## src/rtl/mem_arbiter.sv

```systemverilog
// Two-port arbiter for the single-port system memory: CPU has default priority,
// debug wins while the CPU is halted or once it has waited MAX_WAIT cycles.
module mem_arbiter #(
  parameter int unsigned ADDR_W   = 8,
  parameter int unsigned DATA_W   = 8,
  parameter int unsigned MAX_WAIT = 4
) (
  input  logic              i_clk,
  input  logic              i_reset,
  input  logic              i_cpu_halt,
  input  logic              i_c_req,
  input  logic              i_c_we,
  input  logic [ADDR_W-1:0] i_c_addr,
  input  logic [DATA_W-1:0] i_c_wdata,
  output logic              o_c_gnt,
  output logic              o_c_rvalid,
  output logic [DATA_W-1:0] o_c_rdata,
  input  logic              i_d_req,
  input  logic              i_d_we,
  input  logic [ADDR_W-1:0] i_d_addr,
  input  logic [DATA_W-1:0] i_d_wdata,
  output logic              o_d_gnt,
  output logic              o_d_rvalid,
  output logic [DATA_W-1:0] o_d_rdata,
  output logic [ADDR_W-1:0] o_mem_addr,
  output logic              o_mem_we,
  output logic [DATA_W-1:0] o_mem_wdata,
  input  logic [DATA_W-1:0] i_mem_rdata,
  output logic              o_d_starved
);

  localparam logic [3:0] MaxWait = 4'(MAX_WAIT);

  // Read-return owner: which port receives i_mem_rdata this cycle.
  typedef enum logic [1:0] {StIdle, StRetC, StRetD} state_e;

  state_e     r_state, w_state_nxt;
  logic [3:0] r_wait_cnt, w_wait_cnt_nxt;
  logic       r_d_starved;
  logic       w_d_force;
  logic       w_c_gnt;
  logic       w_d_gnt;

  assign w_d_force = i_cpu_halt | (r_wait_cnt == MaxWait);
  assign w_d_gnt   = !i_reset & i_d_req & (w_d_force | !i_c_req);
  assign w_c_gnt   = !i_reset & i_c_req & !(i_d_req & w_d_force);

  // State register
  always_ff @(posedge i_clk) begin
    if (i_reset) begin
      r_state     <= StIdle;
      r_wait_cnt  <= 4'd0;
      r_d_starved <= 1'b0;
    end else begin
      r_state     <= w_state_nxt;
      r_wait_cnt  <= w_wait_cnt_nxt;
      r_d_starved <= (w_wait_cnt_nxt == MaxWait);
    end
  end

  // Next state depends only on this cycle's grant, never on the current owner.
  always_comb begin
    w_state_nxt = StIdle;
    if (w_c_gnt && !i_c_we) begin
      w_state_nxt = StRetC;
    end else if (w_d_gnt && !i_d_we) begin
      w_state_nxt = StRetD;
    end

    w_wait_cnt_nxt = 4'd0;
    if (i_d_req && !w_d_gnt) begin
      w_wait_cnt_nxt = (r_wait_cnt == MaxWait) ? r_wait_cnt : r_wait_cnt + 4'd1;
    end
  end

  // Outputs; a return landing in a reset cycle is squashed.
  always_comb begin
    o_c_gnt     = w_c_gnt;
    o_d_gnt     = w_d_gnt;
    o_d_starved = r_d_starved;
    o_mem_addr  = '0;
    o_mem_we    = 1'b0;
    o_mem_wdata = '0;
    if (w_c_gnt) begin
      o_mem_addr  = i_c_addr;
      o_mem_we    = i_c_we;
      o_mem_wdata = i_c_wdata;
    end else if (w_d_gnt) begin
      o_mem_addr  = i_d_addr;
      o_mem_we    = i_d_we;
      o_mem_wdata = i_d_wdata;
    end

    o_c_rvalid = 1'b0;
    o_d_rvalid = 1'b0;
    o_c_rdata  = '0;
    o_d_rdata  = '0;
    unique case (r_state)
      StRetC: begin
        o_c_rvalid = !i_reset;
        o_c_rdata  = i_reset ? '0 : i_mem_rdata;
      end
      StRetD: begin
        o_d_rvalid = !i_reset;
        o_d_rdata  = i_reset ? '0 : i_mem_rdata;
      end
      default: ;
    endcase
  end

endmodule

```

## config.mk

```make
export PLATFORM = sky130hd
export DESIGN_NAME = mem_arbiter
export DESIGN_NICKNAME = d
export VERILOG_FILES = /design/src/rtl/mem_arbiter.sv
export SDC_FILE = /design/constraint.sdc
export NUM_CORES = 1
export LEC_CHECK = 0
export ABC_AREA = 1
export CAP_MARGIN = 20
export CORE_UTILIZATION = 31
export CTS_BUF_LIST = sky130_fd_sc_hd__clkbuf_4 sky130_fd_sc_hd__clkbuf_8
export CTS_CLUSTER_DIAMETER = 200
export DETAILED_ROUTE_END_ITERATION = 16
export GPL_TIMING_DRIVEN = 0
export PLACE_DENSITY_LB_ADDON = 0.3
export SETUP_SLACK_MARGIN = 0.4
export SLEW_MARGIN = 5
export SYNTH_ARGS = -nofsm -noshare
export SYNTH_HDL_FRONTEND = slang
export SYNTH_SLANG_ARGS = --single-unit
```

## constraint.sdc

```tcl
create_clock -name i_clk -period 3.8 [get_ports i_clk]
set_input_delay 0.76 -clock i_clk [delete_from_list [all_inputs] [get_ports i_clk]]
set_output_delay 0.76 -clock i_clk [all_outputs]
set_load 0.005 [all_outputs]
```

==> summary.txt <==
Setup path
  • CP delay by family, top: buffers and inverters
  • Critical path, cell by cell: clkdlybuf4s50_1, inv_1, nor2_1, nand2_4, inv_6, buf_12, nand2_2, nand2_2, clkdlybuf4s50_1
  • R2R setup slack: 2280 ps
  • Critical path required time: 3040 ps
  • WP data arrival: 2550 ps
  • Crit-path max FO: 10
  • Crit Path Class: in2out
  • Startpoint Class: input pin
  • Crit path largest cell delay: 510 ps
  • Crit path buffers/inverters: 5
  • CP endpoint kind: output port
  • CP max-delay cell: clkdlybuf4s50_1

Clock network
  • Post-cts hold buffer count: 0
  • CTS tree: done
  • Clk slew on worst S/H paths: 50 ps
  • CTS Root Cell: clkbuf_4
  • CTS Buffer Depth: 2
  • Total CTS buffers: 3
  • Max H-tree Level: 1
  • Post-CTS sizing: 0
  • Number of post-CTS setup repair buffers: 0
  • Skew-Pair Late Insertion Delay: 260 ps
  • Sinks on Clock Net: 7

Die
  • Rows: 17
  • Io pins: 85
  • Initial Util: 0.343
  • Die Area: 2770 um^2
  • Core Region: 2320 um^2
  • DIE HEIGHT: 52.6 um
  • Die Wd: 52.6 um

Placed design
  • Setup WS pre-CTS: 512 ps
  • Number of port buffers: 84
  • Gp weighted congestion: 0.742
  • Placed instance area: 1670 um^2
  • DP Wirelength: 2530 um

Timing
  • Fin crit share: 0.872
  • Fin. max-slew vios: 0
  • Min Clock Period, post-route: 3310 ps
  • Final Hold Viols: 0
  • Fin Setup TNS: 0 ps
  • Clock Skew: 2.31 ps
  • Rel. slew slack: 0.765
  • Slew of the pin with the lowest slew margin: 352 ps
  • Highest Clock Rate: 302 MHz
  • WHS: 562 ps
  • Endpoints failing setup: 0
  • RSZ-0062 raised after global routing: false
  • Worst setup margin: 485 ps

Logic synthesis
  • Ys Warns: 0
  • Area leader, netlist: nand2_2
  • Part of the Yosys area used for sequential elements: 0.176
  • Yosys top cell area share: 0.228
  • Synth area leaders: nand2_2 23%, dfxtp_1 18%, nand2_1 13%
  • Synthesized flop and latch total: 7
  • Post-Syn Nets: 180
  • Post-Syn Area: 795 um^2
  • Post-synth cell types: 16
  • Mean post-synth cell area: 6.06 um^2
  • Mapped Cells: 131

Route
  • Vias post-DR: 1,145
  • DRT antenna net count: 0
  • Detailed Route Iter0 Violations: 11
  • Final wirelength: 3030 um
  • Routed len/inst: 12.3 um
  • DR pass1 iterations: 4
  • Vias per cell: 4.64
  • DR DRC count: 0

Global routing
  • Initial antenna violation count: 0
  • Global-route wire length before repair: 4660 um
  • Grt total ovfl: 0
  • GRT Resource Usage Total: 0.229
  • Largest net degree at the start of global routing: 11
  • Number of global-route vias before repair: 1,097

Final layout
  • Share of cells above drive strength 1: 0.192
  • Commonest non-fill, non-tap cell in the layout: clkdlybuf4s50_1
  • Commonest non-fill, non-tap cells in the layout: 84 x clkdlybuf4s50_1, 29 x nand2_2, 27 x nand2_1
  • Synth-to-layout area growth: 114%
  • Post-route cell area: 1700 um^2
  • # diodes: 0
  • NumNets Final: 269

Worst hold path
  • Worst min path class: reg2reg

Pwr
  • Worst VDD drop: 182 uV
  • Static leakage: 0.789 nW
  • Pwr dens: 164 nW/um^2

Job
  • Max-cap check violation count: 0

Status
  • Status: finished clean
-- through the flow --
step / instances / power, W / utilization
after floorplan: 131 / 0.000118 / -
after global placement: 243 / 0.000201 / 0.720
after detailed placement: 243 / 0.000205 / 0.720
after CTS: 247 / 0.000281 / 0.733
after global routing: 247 / 0.000295 / 0.733
final: 247 / 0.000279 / 0.733
-- sequential cells by signal, summed over array words and instances, names as in the netlist --
name and cells:
r_wait_cnt 4, o_d_starved 1, r_state 2
-- synthesized netlist by cell type (all sizes together) --
master and instances:
a21oi 4, buf 2, dfxtp 7, ha 2
inv 22, nand2 59, nand3 5, nand4 2
nor2 26, or2 1, xor2 1
-- metal layers --
| layer | share of wire | global-route usage |
|---|---|---|
| met1 | 0.32 | 0.200 |
| met2 | 0.59 | 0.489 |
| met3 | 0.054 | 0.0319 |
| met4 | 0.031 | 0.105 |
| met5 | 0 | 0 |
-- power breakdown --
| group | total (W) | switching [W] | internal [W] |
|---|---|---|---|
| sequential | 0.0000755 | 0.000000844 | 0.0000746 |
| clock | 0.0000756 | 0.0000283 | 0.0000473 |
| combinational | 0.000128 | 0.0000448 | 0.0000831 |
-- path summary, 6_finish.rpt --
| path | from | to | cells after the start |
|---|---|---|---|
| worst max-delay path | i_d_req | o_mem_wdata[4] | 9 |
| worst min-delay path | r_wait_cnt[0] | r_wait_cnt[0] | 1 |
| worst max register to register | r_wait_cnt[0] | o_d_starved | 7 |
| worst min register to register | r_wait_cnt[0] | r_wait_cnt[0] | 1 |
-- cells by family after synthesis --
group | after synthesis | synth area share
DFF | 7 | 0.176
adders and majority gates | 2 | 0.0315
buffers and inverters | 24 | 0.164
and+or+nand+nor | 93 | 0.592
AOI/OAI and AO/OA | 4 | 0.0252
xor gates and xnor gates | 1 | 0.0110
-- layout make-up --
cell class,instances,area (um^2)
inverters,22,90.1
flip-flops and latches,7,140
multi-input cells,100,524
repair buffers,84,841
clock buffers,4,30.0
plain buffers,2,40.0
well taps,28,35.0
fillers,196,618
(Power assumes the default switching activity.)
